--- src/rtl/fetch_pc_generator_if.sv ---
`default_nettype none
// ============================================================================
// Module      : fetch_pc_generator_if
// Description : Bus bundle between the fetch PC generator and its neighbours:
//               predictor / controller / execute inputs, instruction-memory
//               port, fetch/decode register outputs and performance counters.
// Revision    : 1.0 - initial release
// ============================================================================
interface fetch_pc_generator_if #(
  parameter int ADDR_WIDTH = 32,
  parameter int CNT_WIDTH  = 32
);
  logic                  isBranchTakenPredicted;
  logic                  stall;
  logic                  isBranch;
  logic                  isBranchMispredicted;
  logic [ADDR_WIDTH-1:0] redirectPC;
  logic [ADDR_WIDTH-1:0] imemAddr;
  logic [31:0]           imemInst;
  logic                  fdValid;
  logic [ADDR_WIDTH-1:0] fdPC;
  logic [31:0]           fdInst;
  logic                  fdPredictedTaken;
  logic [ADDR_WIDTH-1:0] fdPredictedTarget;
  logic [CNT_WIDTH-1:0]  branchCount;
  logic [CNT_WIDTH-1:0]  mispredictCount;

  // Fetch-stage side: consumes control/memory inputs, produces fetch outputs.
  modport master (
    input  isBranchTakenPredicted,
    input  stall,
    input  isBranch,
    input  isBranchMispredicted,
    input  redirectPC,
    input  imemInst,
    output imemAddr,
    output fdValid,
    output fdPC,
    output fdInst,
    output fdPredictedTaken,
    output fdPredictedTarget,
    output branchCount,
    output mispredictCount
  );

  // Environment side: drives control/memory, observes fetch outputs.
  modport slave (
    output isBranchTakenPredicted,
    output stall,
    output isBranch,
    output isBranchMispredicted,
    output redirectPC,
    output imemInst,
    input  imemAddr,
    input  fdValid,
    input  fdPC,
    input  fdInst,
    input  fdPredictedTaken,
    input  fdPredictedTarget,
    input  branchCount,
    input  mispredictCount
  );
endinterface
`default_nettype wire

--- src/rtl/fetch_pc_generator.sv ---
`default_nettype none
// ============================================================================
// Module      : fetch_pc_generator
// Description : Fetch-stage PC register with static pre-decode (JAL always
//               taken, conditional branches follow the predictor), redirect
//               on misprediction, fetch/decode pipeline register and
//               branch / misprediction performance counters.
// Revision    : 1.0 - initial release
// ============================================================================
module fetch_pc_generator #(
  parameter int                    ADDR_WIDTH = 32,
  parameter logic [ADDR_WIDTH-1:0] RESET_PC   = '0,
  parameter int                    CNT_WIDTH  = 32
) (
  input  logic                 clk,
  input  logic                 rst,
  fetch_pc_generator_if.master bus
);

  localparam logic [6:0]            c_op_branch = 7'b1100011;
  localparam logic [6:0]            c_op_jal    = 7'b1101111;
  localparam logic [ADDR_WIDTH-1:0] c_pc_step   = ADDR_WIDTH'(4);
  localparam logic [CNT_WIDTH-1:0]  c_cnt_one   = CNT_WIDTH'(1);

  logic [ADDR_WIDTH-1:0] r_pc;
  logic                  r_fd_valid;
  logic [ADDR_WIDTH-1:0] r_fd_pc;
  logic [31:0]           r_fd_inst;
  logic                  r_fd_pred_taken;
  logic [ADDR_WIDTH-1:0] r_fd_pred_target;
  logic [CNT_WIDTH-1:0]  r_branch_count;
  logic [CNT_WIDTH-1:0]  r_mispredict_count;

  logic [6:0]            w_opcode;
  logic [ADDR_WIDTH-1:0] w_imm_b;
  logic [ADDR_WIDTH-1:0] w_imm_j;
  logic [ADDR_WIDTH-1:0] w_next_pc;
  logic                  w_pred_taken;

  // Immediates are sign-extended straight to the PC width so that the
  // target adds wrap silently modulo 2^ADDR_WIDTH.
  assign w_opcode = bus.imemInst[6:0];
  assign w_imm_b  = {{(ADDR_WIDTH-12){bus.imemInst[31]}}, bus.imemInst[7],
                     bus.imemInst[30:25], bus.imemInst[11:8], 1'b0};
  assign w_imm_j  = {{(ADDR_WIDTH-20){bus.imemInst[31]}}, bus.imemInst[19:12],
                     bus.imemInst[20], bus.imemInst[30:21], 1'b0};

  // Next-PC choice: JAL always taken, BRANCH follows predictor, else pc+4.
  always_comb begin
    w_next_pc    = r_pc + c_pc_step;
    w_pred_taken = 1'b0;
    if (w_opcode == c_op_jal) begin
      w_next_pc    = r_pc + w_imm_j;
      w_pred_taken = 1'b1;
    end else if ((w_opcode == c_op_branch) && bus.isBranchTakenPredicted) begin
      w_next_pc    = r_pc + w_imm_b;
      w_pred_taken = 1'b1;
    end
  end

  // PC and fetch/decode register: reset > redirect (even if stalled) > stall > advance.
  always_ff @(posedge clk) begin
    if (rst) begin
      r_pc             <= RESET_PC;
      r_fd_valid       <= 1'b0;
      r_fd_pc          <= '0;
      r_fd_inst        <= '0;
      r_fd_pred_taken  <= 1'b0;
      r_fd_pred_target <= '0;
    end else if (bus.isBranchMispredicted) begin
      r_pc       <= bus.redirectPC;
      r_fd_valid <= 1'b0;
    end else if (!bus.stall) begin
      r_pc             <= w_next_pc;
      r_fd_valid       <= 1'b1;
      r_fd_pc          <= r_pc;
      r_fd_inst        <= bus.imemInst;
      r_fd_pred_taken  <= w_pred_taken;
      r_fd_pred_target <= w_next_pc;
    end
  end

  // Performance counters run regardless of stall and wrap naturally.
  always_ff @(posedge clk) begin
    if (rst) begin
      r_branch_count     <= '0;
      r_mispredict_count <= '0;
    end else begin
      if (bus.isBranch) begin
        r_branch_count <= r_branch_count + c_cnt_one;
      end
      if (bus.isBranchMispredicted) begin
        r_mispredict_count <= r_mispredict_count + c_cnt_one;
      end
    end
  end

  assign bus.imemAddr          = r_pc;
  assign bus.fdValid           = r_fd_valid;
  assign bus.fdPC              = r_fd_pc;
  assign bus.fdInst            = r_fd_inst;
  assign bus.fdPredictedTaken  = r_fd_pred_taken;
  assign bus.fdPredictedTarget = r_fd_pred_target;
  assign bus.branchCount       = r_branch_count;
  assign bus.mispredictCount   = r_mispredict_count;

endmodule
`default_nettype wire
--- src/flat_wrapper.sv ---
// flat-port wrapper written by rule: the top's interface ports become plain ports
module fetch_pc_generator_flat 
#(
  parameter int                    ADDR_WIDTH = 32,
  parameter logic [ADDR_WIDTH-1:0] RESET_PC   = '0,
  parameter int                    CNT_WIDTH  = 32
)
  (clk, rst, bus_isBranchTakenPredicted, bus_stall, bus_isBranch, bus_isBranchMispredicted, bus_redirectPC, bus_imemInst, bus_imemAddr, bus_fdValid, bus_fdPC, bus_fdInst, bus_fdPredictedTaken, bus_fdPredictedTarget, bus_branchCount, bus_mispredictCount);
  fetch_pc_generator_if #(.ADDR_WIDTH(ADDR_WIDTH), .CNT_WIDTH(CNT_WIDTH)) bus_i ();
  input  logic clk;
  input  logic rst;
  input wire logic [$bits(bus_i.isBranchTakenPredicted)-1:0] bus_isBranchTakenPredicted;
  input wire logic [$bits(bus_i.stall)-1:0] bus_stall;
  input wire logic [$bits(bus_i.isBranch)-1:0] bus_isBranch;
  input wire logic [$bits(bus_i.isBranchMispredicted)-1:0] bus_isBranchMispredicted;
  input wire logic [$bits(bus_i.redirectPC)-1:0] bus_redirectPC;
  input wire logic [$bits(bus_i.imemInst)-1:0] bus_imemInst;
  output wire logic [$bits(bus_i.imemAddr)-1:0] bus_imemAddr;
  output wire logic [$bits(bus_i.fdValid)-1:0] bus_fdValid;
  output wire logic [$bits(bus_i.fdPC)-1:0] bus_fdPC;
  output wire logic [$bits(bus_i.fdInst)-1:0] bus_fdInst;
  output wire logic [$bits(bus_i.fdPredictedTaken)-1:0] bus_fdPredictedTaken;
  output wire logic [$bits(bus_i.fdPredictedTarget)-1:0] bus_fdPredictedTarget;
  output wire logic [$bits(bus_i.branchCount)-1:0] bus_branchCount;
  output wire logic [$bits(bus_i.mispredictCount)-1:0] bus_mispredictCount;
  assign bus_i.isBranchTakenPredicted = bus_isBranchTakenPredicted;
  assign bus_i.stall = bus_stall;
  assign bus_i.isBranch = bus_isBranch;
  assign bus_i.isBranchMispredicted = bus_isBranchMispredicted;
  assign bus_i.redirectPC = bus_redirectPC;
  assign bus_i.imemInst = bus_imemInst;
  assign bus_imemAddr = bus_i.imemAddr;
  assign bus_fdValid = bus_i.fdValid;
  assign bus_fdPC = bus_i.fdPC;
  assign bus_fdInst = bus_i.fdInst;
  assign bus_fdPredictedTaken = bus_i.fdPredictedTaken;
  assign bus_fdPredictedTarget = bus_i.fdPredictedTarget;
  assign bus_branchCount = bus_i.branchCount;
  assign bus_mispredictCount = bus_i.mispredictCount;
  fetch_pc_generator #(.ADDR_WIDTH(ADDR_WIDTH), .RESET_PC(RESET_PC), .CNT_WIDTH(CNT_WIDTH)) u_core (.clk(clk), .rst(rst), .bus(bus_i));
endmodule
--- config.mk ---
export PLATFORM = sky130hd
export DESIGN_NAME = fetch_pc_generator_flat
export DESIGN_NICKNAME = d
export VERILOG_FILES = /design/src/rtl/fetch_pc_generator_if.sv /design/src/rtl/fetch_pc_generator.sv /design/src/flat_wrapper.sv
export SDC_FILE = /design/constraint.sdc
export NUM_CORES = 1
export LEC_CHECK = 0
export CAP_MARGIN = 25
export CORE_UTILIZATION = 25
export DETAILED_ROUTE_END_ITERATION = 16
export PLACE_DENSITY = 0.59
export SLEW_MARGIN = 10
export SYNTH_ARGS = -nofsm -noshare
export SYNTH_HDL_FRONTEND = slang
export SYNTH_SLANG_ARGS = --single-unit
--- constraint.sdc ---
create_clock -name clk -period 3.32 [get_ports clk]
set_input_delay 0.996 -clock clk [delete_from_list [all_inputs] [get_ports clk]]
set_output_delay 0.996 -clock clk [all_outputs]
set_load 0.03 [all_outputs]
-- Word-level counts from Yosys, hierarchy flattened
Cells that the tools add are included.
- add/subtract/negate cells: 5
- eq/ne operators: 3
- mux-type cells: 6
- bitwise gates (word level): 2
- reductions and logical operators: 3
- operators with widths (kind ; count):
    32-bit two-way mux ; 4
    32-bit by 1-bit adder with 32-bit output, second input constant ; 2
    32-bit adder ; 2
    32-bit by 3-bit adder with 32-bit output, second input constant ; 1
    7-bit equality test, second input constant ; 2
    1-bit two-way mux ; 2
    2-bit by 1-bit != test with 1-bit output, second input constant ; 1
    1-bit NOT ; 2
    2-bit AND reduction ; 1
    2-bit OR reduction ; 1
    1-bit logical AND ; 1
- register bits after elaboration: 194
- input bits: 70
- output and inout port bits: 194
- logic and storage cells: 27

-- Longest topological paths before layout
Gate-level depths: netlist of run 1.
- word-level depth: 6
- depth in mapped cells: 14
- depth with buffers taken out: 13

-- Worst setup path after synthesis of run 1
OpenSTA, ideal clock, no wires.
- kind: input to register
- start: input bus_imemInst[8]
- end: register u_core.r_fd_pred_target[19], in the netlist u_core.bus.fdPredictedTarget[19]
- library setup time: 71 ps
- data arrival time: 3313 ps
- required time: 3249 ps
- path slack: -64 ps
- stages: 13
- path buffers: 0
- path through: ha_1 inv_1 fa_1 nor2b_1 o2111ai_1 a211oi_1 a311oi_1 o21bai_1 a221oi_1 xnor2_1 a21oi_1 or3_1 a21oi_1
- longest elaborated chain between the ends: 3
- RTL lines (item ; line ; RTL):
    from (decl) ; flat_wrapper.sv:17 ; input wire logic [$bits(bus_i.imemInst)-1:0] bus_imemInst;
    32-bit adder ; fetch_pc_generator.sv:56 ; w_next_pc = r_pc + w_imm_b;
    32-bit two-way mux ; fetch_pc_generator.sv:55 ; end else if ((w_opcode == c_op_branch) && bus.isBranchTakenPredicted) begin
    32-bit two-way mux ; fetch_pc_generator.sv:52 ; if (w_opcode == c_op_jal) begin
    to (signal assigned) ; fetch_pc_generator.sv:79 ; r_fd_pred_target <= w_next_pc;
    to (decl) ; fetch_pc_generator.sv:30 ; logic [ADDR_WIDTH-1:0] r_fd_pred_target;
Every way passes these cells.
A chain may end at the register's enable or synchronous reset.

-- Final worst setup path of run 1
- start: input bus_imemInst[22]
- end: register u_core.r_pc[24], in the netlist u_core.bus.imemAddr[24]
- longest elaborated chain between the ends: 4
- RTL lines (item ; line ; RTL):
    32-bit adder ; fetch_pc_generator.sv:53 ; w_next_pc = r_pc + w_imm_j;
    32-bit two-way mux ; fetch_pc_generator.sv:52 ;
    32-bit two-way mux ; fetch_pc_generator.sv:73 ; end else if (!bus.stall) begin
    32-bit two-way mux ; fetch_pc_generator.sv:70 ; end else if (bus.isBranchMispredicted) begin
    to (signal assigned) ; fetch_pc_generator.sv:71 ; r_pc <= bus.redirectPC;
    to (signal assigned) ; fetch_pc_generator.sv:74 ; r_pc <= w_next_pc;
    to (decl) ; fetch_pc_generator.sv:25 ; logic [ADDR_WIDTH-1:0] r_pc;
Every way passes these cells. The select of a mux whose other input is x is not followed.

==> results.md, run 1 <==
- Tcrit/Tclk final: 98.5%
- TritonCTS clock tree: yes
- Final Max Tran Viols: 0
- First-pass GRT wire length: around 69000 µm
- Starting Density: approximately 25%
- Ports: 264
- Hold Vio Cnt, Final: 0
- Avg Cell Area, Syn: between 7 and 8 µm²
- Sequential cell area: between 3000 and 4000 µm²
- F_max: between 0.3 and 0.4 GHz
- Final setup viols: 0
- WL per Instance: 18.2 µm
- Async set or reset register ratio after synthesis: 0%
- Routed WL: approximately 45000 µm
- Final Power: 6.33 mW
- Share of cells above drive strength 1: about a fifth
- Die Y: ~210 µm
- Worst slack, placed: -833 ps
- Arr. time, crit path: about 3600 ps
- Overall Global Routing Usage: 20.4%
- RSZ-0062 raised after global routing: true
- Post-Syn Area: 11000 µm²
- Post-synth top area share: a little over a third
- Num rows: 76
- Fillers: between 4000 and 5000
- Peak supply drop: about 430 µV
- DRC Markers: 0
- Final HPWL DP: roughly 34000 µm
- Via count: roughly 12000
- Initial drt markers: approximately 1000
- Layout net count: approximately 2000
- Clock Path Buffers: 2
- Antenna violations before repair: 4
- Slew margin rel.: between 40% and 50%
- Synthesis-stage register bit count: between 150 and 200
- Synth cell types: between 70 and 80
- WS Path Type: primary input to register
- H-Tree Depth: 4
- Worst EP required: approximately 3700 ps
- Status: complete, no violations
- Total die area: roughly 45000 µm²
- Clk Latency, worst-skew pair: between 400 and 500 ps
- Synth area leader: dfxtp_1
- I/O Buffers: approximately 260
- Largest net degree at the start of global routing: 91
- Post-DR vias/cell: 4.89
- Worst Setup End Kind: register
- Max cap viols: 0
- Hold WC Path Type: register to register
- Most used DFF post-synth: dfxtp_1
- Power Density: ~370 nW/µm²
- Clock slew at reported path FFs: 80 ps
- Post-Syn Instances: about 1400
- Setup Skew: roughly 15 ps
- Max FO, Critical Path: 3
- Clk sinks: between 150 and 200
- Core Area: ~43000 µm²
- Area Growth Syn to Fin: 54.0%
- PnR worst setup slack: between 40 and 50 ps
- Period minus WS final: approximately 3300 ps
- Worst Max-Slew Pin Slew: between 800 and 900 ps
- Multi-input logic area: a little over 7000 µm²
- Pleak: a little under 7 nW
- Startpoint types: primary input
- GP Congestion: around 0.93
- Vias in the first global route: roughly 12000
- Yosys warns: 0
- Detail Route Antenna Nets: 0
- Syn Nets: 1556
- Post-synth EDFFs: 0
- Sequential fraction of the synthesis area: a little over a third
- DRT Pass-1 Iters: 5
- Die width: about 210 µm
- CTS buffer count: 17
- CTS Root Cell: clkbuf_16
- GRT overflow: 0
- Synth top area cells: dfxtp_1, nand2_1, a21oi_1
[state kept, by name, indices dropped and copies added, names as in the netlist]
register	count
u_core.bus.imemAddr	32
u_core.bus.mispredictCount	32
u_core.bus.branchCount	32
u_core.bus.fdPredictedTaken	1
u_core.bus.fdPredictedTarget	32
u_core.bus.fdPC	31
u_core.bus.fdValid	1
u_core.bus.fdInst	32
[per-stage QoR]
stage	hold slack (ps)	instances	util, %	cell area, µm²	TNS, ps
global route	476	2482	39.1	16900	-55.0
finish	450	2484	39.2	16900	0
CTS	452	2477	38.8	16800	0
floorplan	445	1438	-	11100	-36.0
global placement	432	2439	37.0	16000	-31350
detailed placement	443	2439	37.0	16000	-32000
[repair_timing]
item / in CTS / in global routing
pin swaps: 12 / 12
endpoints found under the setup margin: 35 / 31
gates cloned: 1 / 0
buffers inserted: 5 / 5
resized for setup: 49 / 38
hold buffers: 0 / 0
[cell families after synthesis]
kind of cell    count (synthesis)  synth area share (%)
buf+inv                       110                  3.91
xor+xnor                       99                  7.88
compound gates                387                  22.4
simple gates                  586                  23.7
fa+ha+maj                      48                  5.60
mux                            15                  1.36
flops                         193                  35.1
[critical path, stage by stage]
cell and delay, ps:
dlygate4sd2_1 270, ha_1 280, a21o_1 170, a21oi_2 160, o21bai_1 100, a21oi_2 200
o31ai_2 100, a31o_2 240, a311o_1 380, a311o_1 290, a31oi_2 220, buf_4 160
nor3_1 40
[placed cells by master (no fill, tap or decap), types with 19 or more instances in the layout]
master           count
xor2_1              49
xnor2_1             49
nor2_1             145
a21o_1              34
and3_1              26
nand4_1             24
a211oi_1            19
a21oi_1            144
clkdlybuf4s50_1    239
nor3_1              24
nand3_1             46
nand2_1            255
o21ai_0             63
inv_1               23
dfxtp_1            193
ha_1                32
buf_4              240
[synthesized netlist by cell type, types with 9 or more instances]
master and instances:
a211oi_1 21, a21o_1 34, a21oi_1 151, a22oi_1 11
a31oi_1 12, and3_1 26, clkbuf_1 69, dfxtp_1 193
ha_1 46, inv_1 24, mux2i_1 15, nand2_1 257
nand3_1 48, nand4_1 24, nor2_1 149, nor2b_1 9
nor3_1 24, o21ai_0 67, o22ai_1 9, or3_1 15
xnor2_1 50, xor2_1 49
[final timing paths]
check | start | end | slack [ps] | depth (start not counted)
hold / removal | u_core.bus.fdPredictedTarget[30]$_SDFFE_PP0P_ | u_core.bus.fdPredictedTarget[30]$_SDFFE_PP0P_ | 450 | 2
hold reg to reg | u_core.bus.fdPredictedTarget[30]$_SDFFE_PP0P_ | u_core.bus.fdPredictedTarget[30]$_SDFFE_PP0P_ | 450 | 2
setup reg to reg | u_core.bus.imemAddr[11]$_SDFFE_PP0N_ | u_core.bus.imemAddr[24]$_SDFFE_PP0N_ | 290 | 12
setup / recovery | bus_imemInst[22] | u_core.bus.imemAddr[24]$_SDFFE_PP0N_ | 50 | 13
[report_power, final]
group | switching (mW) | internal, mW
Combinational | 0.941 | 0.797
Sequential | 0.0763 | 2.39
Clock | 1.11 | 1.01
Total | 2.13 | 4.20
[metal layers]
layer | vias up | GRT usage, % | routed length [µm]
li1 | 5952 | - | -
met1 | 5724 | 27.2 | 20700
met2 | 422 | 30.1 | 19200
met3 | 49 | 8.00 | 4360
met4 | 4 | 5.80 | 892
met5 | - | 0 | 34
[area by class of cell]
cell class,count,area share (%)
antenna,2,0.0295
sequential,193,22.8
inverter,25,0.554
clock buffer,18,2.53
tap,585,4.32
timing repair buffer,512,27.1
clock inverter,14,0.938
multi-input combinational,1135,41.7
No activity file was read; power rests on OpenSTA's default activity.
==> run 2: changes to the inputs <==
CAP_MARGIN = 20   (was 25)
MAX_ROUTING_LAYER = met4   (was default)
==> results.md, run 2 (same netlist as run 1, synthesis figures left out) <==
- Sequential share of power: 38.7% (was 39.0%)
- Critical Path Start: bus_imemInst[31] (was bus_imemInst[22])
- Post-DR vias/cell: 4.91 (was 4.89)
- Slowest Stage Delay on Critical Path: 510 ps (was 380 ps)
- First-pass GRT wire length: 68700 µm (was 69100 µm)
- CP Buf/Inv Count: 2 (unchanged)
- Share of cells above drive strength 1: 19.1% (about the same)
- Core Area: 43300 µm² (unchanged)
- CP delay by family, top: compound AO/OA/AOI/OAI gates (unchanged)
- Pleak: 6.73 nW (about the same)
- Die Y: 212 µm (unchanged)
- Fillers: 4427 (was 4460)
- CTS buffer count: 17 (unchanged)
- PnR worst setup slack: 45.2 ps (was 49.7 ps)
- Clock Path Buffers: 2 (unchanged)
- Most common cell after layout, fill and taps aside: nand2_1 (unchanged)
- Hold Vio Cnt, Final: 0 (unchanged)
- R2R cell count: 11 (was 12)
- CTS Root Cell: clkbuf_16 (unchanged)
- Period minus WS final: 3270 ps (about the same)
- Status: complete, no violations (unchanged)
- RR Endpoint: u_core.bus.imemAddr[31]$_SDFFE_PP0N_ (was u_core.bus.imemAddr[24]$_SDFFE_PP0N_)
- Ports: 264 (unchanged)
- Placed Area: 16000 µm² (unchanged)
- Startpoint types: primary input (unchanged)
- DRT Pass-1 Iters: 6 (was 5)
- Largest net degree at the start of global routing: 91 (unchanged)
- Overall Global Routing Usage: 21.0% (was 20.4%)
- DRC Markers: 0 (unchanged)
- Max cap viols: 0 (unchanged)
- GRT overflow: 0 (unchanged)
- Hold WC Path Type: register to register (unchanged)
- Final Max Tran Viols: 0 (unchanged)
- Area Growth Syn to Fin: 54.1% (was 54.0%)
- Util after Layout: 39.2% (about the same)
- Tcrit/Tclk final: 98.6% (was 98.5%)
- Worst path depth: 12 (was 13)
- Worst EP required: 3770 ps (was 3660 ps)
- Antenna violations before repair: 4 (unchanged)
- Clk sinks: 193 (unchanged)
- H-Tree Depth: 4 (unchanged)
- Worst r2r src: u_core.bus.imemAddr[16]$_SDFFE_PP0N_ (was u_core.bus.imemAddr[11]$_SDFFE_PP0N_)
- Register-to-Register Setup Slack: 230 ps (was 290 ps)
- Clock slew at reported path FFs: 80 ps (about the same)
- Critical-path cell list: buf_2, bufbuf_16, ha_2, a21oi_2, o311ai_2, o41ai_4, nand2_1, o31ai_2, mux2i_1, o211ai_2, or4b_1, nand3_1 (was dlygate4sd2_1, ha_1, a21o_1, a21oi_2, o21bai_1, a21oi_2, o31ai_2, a31o_2, a311o_1, a311o_1, a31oi_2, buf_4, nor3_1)
- GP Congestion: 0.933 (was 0.930)
- Total die area: 44800 µm² (unchanged)
- Clock share of power: 34.0% (was 33.5%)
- Setup crit end: u_core.bus.imemAddr[31]$_SDFFE_PP0N_ (was u_core.bus.imemAddr[24]$_SDFFE_PP0N_)
- Arr. time, crit path: 3720 ps (was 3620 ps)
- I/O Buffers: 263 (unchanged)
- Gate power share: 27.3% (was 27.5%)
- Peak supply drop: 477 µV (was 432 µV)
- Switching share of power: 33.8% (was 33.6%)
- Placed cell count: 2439 (unchanged)
- Final Instance Count excl. Fillers: 2484 (unchanged)
- Worst Max-Slew Pin Slew: 810 ps (was 825 ps)
- Routed WL: 45600 µm (was 45200 µm)
- Setup Skew: 13.0 ps (was 14.9 ps)
- Int Pwr: 4.22 mW (was 4.20 mW)
- Slew margin rel.: 46.0% (was 45.0%)
- Layout net count: 2000 (was 2002)
- Vias in the first global route: 11600 (was 11800)
- Sw Pwr: 2.16 mW (was 2.13 mW)
- Starting Density: 25.4% (unchanged)
- WS Path Type: primary input to register (unchanged)
- Final instance area: 16900 µm² (about the same)
- Worst Setup End Kind: register (unchanged)
- Clk Latency, worst-skew pair: 510 ps (was 490 ps)
- Initial drt markers: 944 (was 1004)
- TritonCTS clock tree: yes (unchanged)
- Commonest non-fill, non-tap cells in the layout: nand2_1, clkdlybuf4s50_1, buf_4, dfxtp_1, nor2_1 (was nand2_1, buf_4, clkdlybuf4s50_1, dfxtp_1, nor2_1)
- Power Density: 376 nW/µm² (was 373 nW/µm²)
- F_max: 0.305 GHz (was 0.306 GHz)
- Final HPWL DP: 34300 µm (was 34200 µm)
- Die width: 212 µm (unchanged)
- Max FO, Critical Path: 7 (was 3)
- Final setup viols: 0 (unchanged)
- Crit-path slowest cell: or4b_1 (was a311o_1)
- TNS Setup: 0 ps (unchanged)
- Via count: 12200 (about the same)
- WL per Instance: 18.4 µm (was 18.2 µm)
- Num rows: 76 (unchanged)
- Detail Route Antenna Nets: 0 (unchanged)
- Worst slack, placed: -819 ps (was -833 ps)
## run 2: tightest hold or removal path, cell delays in order, from the launching register on
cell and delay, ps:
dfxtp_1 310, nand2_1 50, a21oi_1 50
## run 2: final cells by class
class / count / area, µm² / area share (%)
multi-input combinational: 1135 / 7050 / 41.6
timing repair buffer: 510 / 4590 / 27.1
sequential: 193 / 3860 / 22.8
tap: 585 / 732 / 4.32
clock buffer: 18 / 439 / 2.59
clock inverter: 14 / 169 / 0.997
inverter: 25 / 93.8 / 0.554
antenna: 4 / 10.0 / 0.0591
## run 2: how the worst min path moves through the flow
stage                                                              from                                            end  slack, ps  depth (start not counted)
after floorplan                     u_core.bus.imemAddr[0]$_SDFFE_PP0P_   u_core.bus.fdPredictedTarget[0]$_SDFFE_PP0P_        440                          2
after global placement    u_core.bus.fdPredictedTarget[30]$_SDFFE_PP0P_  u_core.bus.fdPredictedTarget[30]$_SDFFE_PP0P_        430                          2
after detailed placement             u_core.bus.fdInst[21]$_SDFFE_PP0P_             u_core.bus.fdInst[21]$_SDFFE_PP0P_        450                          2
after CTS                               u_core.bus.fdPC[6]$_SDFFE_PP0P_                u_core.bus.fdPC[6]$_SDFFE_PP0P_        460                          2
after global routing                   u_core.bus.fdPC[22]$_SDFFE_PP0P_               u_core.bus.fdPC[22]$_SDFFE_PP0P_        470                          2
final                                u_core.bus.fdInst[21]$_SDFFE_PP0P_             u_core.bus.fdInst[21]$_SDFFE_PP0P_        450                          2
## run 2: what timing repair did
| action | 4_1_cts | 5_1_grt |
|---|---|---|
| endpoints found under the hold margin | 0 | 0 |
| setup buffers | 4 | 4 |
| endpoints found under the setup margin | 37 | 35 |
| hold buffers | 0 | 0 |
| resized for setup | 41 | 36 |
| pin swaps | 9 | 20 |
| gates cloned | 1 | 0 |
## run 2: power by group through the flow
stage,Sequential (mW),Clock [mW],Combinational (mW)
2_1_floorplan,2.67,0,0.673
3_3_place_gp,2.52,0,1.66
3_5_place_dp,2.52,0,1.66
4_1_cts,2.46,2.24,1.70
5_1_grt,2.48,2.32,1.87
6_report,2.47,2.17,1.74
## run 2: layer usage
| layer | wire length [µm] | track usage [%] |
|---|---|---|
| met2 | 19500 | 30.3 |
| met4 | 1140 | 6.85 |
| met3 | 4460 | 7.98 |
| met1 | 20500 | 26.8 |
| met5 | 0 | - |
## run 2: through the flow
| step | total power, mW | hold WS [ps] |
|---|---|---|
| after floorplan | 3.34 | 445 |
| after global placement | 4.17 | 431 |
| after detailed placement | 4.18 | 446 |
| after CTS | 6.41 | 457 |
| after global routing | 6.67 | 472 |
| final | 6.38 | 455 |
==> run 3: changes to the inputs <==
CELL_PAD_IN_SITES_DETAIL_PLACEMENT = 1   (was default)
CELL_PAD_IN_SITES_GLOBAL_PLACEMENT = 1   (was default)
CORE_MARGIN = 5   (was default)
PLACE_DENSITY = 0.73   (was 0.59)
REMOVE_ABC_BUFFERS = 1   (was default)
==> results.md, run 3 (same netlist as run 1, synthesis figures left out) <==
- Initial drt markers: 558 (was 944)
- Ports: 264 (unchanged)
- Num rows: 76 (unchanged)
- Largest net degree at the start of global routing: 109 (was 91)
- GP Congestion: 0.927 (was 0.933)
- Hold Vio Cnt, Final: 0 (unchanged)
- Commonest non-fill, non-tap cells in the layout: nand2_1, clkdlybuf4s50_1, buf_4, dfxtp_1, a21oi_1 (was nand2_1, clkdlybuf4s50_1, buf_4, dfxtp_1, nor2_1)
- Overall Global Routing Usage: 21.1% (was 21.0%)
- Status: complete, no violations (unchanged)
- Antenna violations before repair: 2 (was 4)
- WS Path Type: primary input to register (unchanged)
- Core Area: 43300 µm² (unchanged)
- Critical-path cell list: dlygate4sd2_1, ha_4, a21oi_4, o21bai_2, buf_4, a2111oi_4, nand4_2, a31oi_4, o21ai_2, a21oi_2, o211ai_2, or4b_1, nand3_1 (was buf_2, bufbuf_16, ha_2, a21oi_2, o311ai_2, o41ai_4, nand2_1, o31ai_2, mux2i_1, o211ai_2, or4b_1, nand3_1)
- Die width: 220 µm (was 212 µm)
- Sequential share of power: 38.6% (was 38.7%)
- Fillers: 5168 (was 4427)
- Tcrit/Tclk final: 99.0% (was 98.6%)
- CP Buf/Inv Count: 2 (unchanged)
- Crit-path slowest cell: or4b_1 (unchanged)
- Clk sinks: 193 (unchanged)
- Post-CTS Hold Fix Bufs: 0 (unchanged)
- Via count: 12500 (was 12200)
- Share of cells above drive strength 1: 20.3% (was 19.1%)
- Power Density: 374 nW/µm² (was 376 nW/µm²)
- CTS Root Cell: clkbuf_16 (unchanged)
- Clk Latency, worst-skew pair: 500 ps (was 510 ps)
- F_max: 0.304 GHz (was 0.305 GHz)
- Max FO, Critical Path: 3 (was 7)
- Final HPWL DP: 37700 µm (was 34300 µm)
- Worst Max-Slew Pin Slew: 617 ps (was 810 ps)
- Worst Setup End Kind: register (unchanged)
- Arr. time, crit path: 3720 ps (about the same)
- RSZ-0062 raised after global routing: true
- GRT overflow: 0 (unchanged)
- Worst slack, placed: -1020 ps (was -819 ps)
- Post-DR vias/cell: 5.02 (was 4.91)
- DRC Markers: 0 (unchanged)
- Peak supply drop: 370 µV (was 477 µV)
- CTS buffer count: 17 (unchanged)
- TritonCTS clock tree: yes (unchanged)
- Starting Density: 25.4% (unchanged)
- Detail Route Antenna Nets: 0 (unchanged)
- Total die area: 48300 µm² (was 44800 µm²)
- Clock Path Buffers: 2 (unchanged)
- WL per Instance: 20.4 µm (was 18.4 µm)
- Routed WL: 50600 µm (was 45600 µm)
- I/O Buffers: 263 (unchanged)
- H-Tree Depth: 4 (unchanged)
- PnR worst setup slack: 32.2 ps (was 45.2 ps)
- Worst EP required: 3750 ps (was 3770 ps)
- Die Y: 220 µm (was 212 µm)
- Vias in the first global route: 13200 (was 11600)
- CP delay by family, top: compound AO/OA/AOI/OAI gates (unchanged)
- Area Growth Syn to Fin: 55.1% (was 54.1%)
- Layout net count: 1997 (was 2000)
- Setup Skew: 16.4 ps (was 13.0 ps)
- First-pass GRT wire length: 76400 µm (was 68700 µm)
- Slowest Stage Delay on Critical Path: 520 ps (was 510 ps)
- Final setup viols: 0 (unchanged)
- Sw Pwr: 2.11 mW (was 2.16 mW)
- DRT Pass-1 Iters: 5 (was 6)
- Clock share of power: 33.4% (was 34.0%)
- Hold WC Path Type: register to register (unchanged)
- Hold_ws: 445 ps (was 455 ps)
- Startpoint types: primary input (unchanged)
- Int Pwr: 4.28 mW (was 4.22 mW)
- Switching share of power: 33.0% (was 33.8%)
- Slew margin rel.: 57.8% (was 46.0%)
- Clock slew at reported path FFs: 70 ps (was 80 ps)
- Period minus WS final: 3290 ps (was 3270 ps)
- Final Power: 6.39 mW (was 6.38 mW)
- Gate power share: 27.9% (was 27.3%)
- Final Max Tran Viols: 0 (unchanged)
- Pleak: 6.69 nW (was 6.73 nW)
- Max cap viols: 0 (unchanged)
- Most common cell after layout, fill and taps aside: nand2_1 (unchanged)
-- run 3: changes by cell type in the layout (fill, tap and decap cells not counted), sizes merged, moves of 2 or more --
cell / before / now
dlymetal6s2s: 5 / 2
diode: 4 / 2
buf: 249 / 247
clkinvlp: 0 / 2
clkinv: 10 / 4
clkbuf: 20 / 25
-- run 3: final timing paths --
check / start / cells after the start / endpoint / slack (ps)
hold / removal: u_core.bus.fdPredictedTarget[30]$_SDFFE_PP0P_ / 2 / u_core.bus.fdPredictedTarget[30]$_SDFFE_PP0P_ / 440
hold reg to reg: u_core.bus.fdPredictedTarget[30]$_SDFFE_PP0P_ / 2 / u_core.bus.fdPredictedTarget[30]$_SDFFE_PP0P_ / 440
setup / recovery: bus_imemInst[17] / 13 / u_core.bus.imemAddr[31]$_SDFFE_PP0N_ / 30
setup reg to reg: u_core.bus.imemAddr[2]$_SDFFE_PP0N_ / 13 / u_core.bus.fdPredictedTarget[19]$_SDFFE_PP0P_ / 250
-- run 3: worst register-to-register path, stage by stage, from the launching register on --
cell       delay [ps]
dfxtp_1           410
buf_4             180
inv_1              90
fa_1              470
nor2b_2           200
o2111ai_4         160
a211oi_2          270
a311oi_2           90
o21bai_1          260
a221oi_2          100
xnor2_1           140
a21oi_1            90
or3_1             390
a21oi_2           140
-- run 3: power groups by stage --
stage | Clock (mW) | Combinational, mW | Sequential, mW
3_3_place_gp | 0 | 1.60 | 2.51
6_report | 2.14 | 1.78 | 2.47
5_1_grt | 2.31 | 1.91 | 2.48
4_1_cts | 2.22 | 1.72 | 2.47
2_1_floorplan | 0 | 0.600 | 2.67
3_5_place_dp | 0 | 1.63 | 2.52
-- run 3: repair_timing --
| item | 4_1_cts | 5_1_grt |
|---|---|---|
| setup buffers | 6 | 11 |
| gates cloned | 1 | 0 |
| gates resized for setup | 88 | 44 |
| pin swaps | 23 | 43 |
| endpoints found under the setup margin | 45 | 32 |
-- run 3: layout make-up --
cell class	count	area, µm²	share of cell area, %
diodes	2	5.00	0.0293
multi-input cells	1135	7250	42.5
clock inverters	12	124	0.726
repair buffers	507	4550	26.6
flip-flops and latches	193	3860	22.6
inverters	25	93.8	0.550
clock buffers	20	447	2.62
well taps	585	732	4.29
-- run 3: routing by layer --
metal	wire length, µm	part of all wire [%]	up-vias	track usage [%]
li1	-	-	5949	-
met1	22600	45	6120	25.7
met2	24200	48	304	34.6
met3	2540	5.0	78	4.71
met4	1290	2.5	0	6.86
met5	0	0	-	-
-- run 3: through the flow --
| stage | instances | setup TNS (ps) | cell area [µm²] | util (%) |
|---|---|---|---|---|
| 3_5_place_dp | 2426 | -38830 | 15800 | 36.5 |
| 4_1_cts | 2465 | 0 | 16800 | 38.8 |
| 6_report | 2479 | 0 | 17100 | 39.4 |
| 2_1_floorplan | 1353 | -93270 | 10700 | - |
| 3_3_place_gp | 2426 | -35990 | 15800 | 36.5 |
| 5_1_grt | 2479 | -74.8 | 17100 | 39.4 |
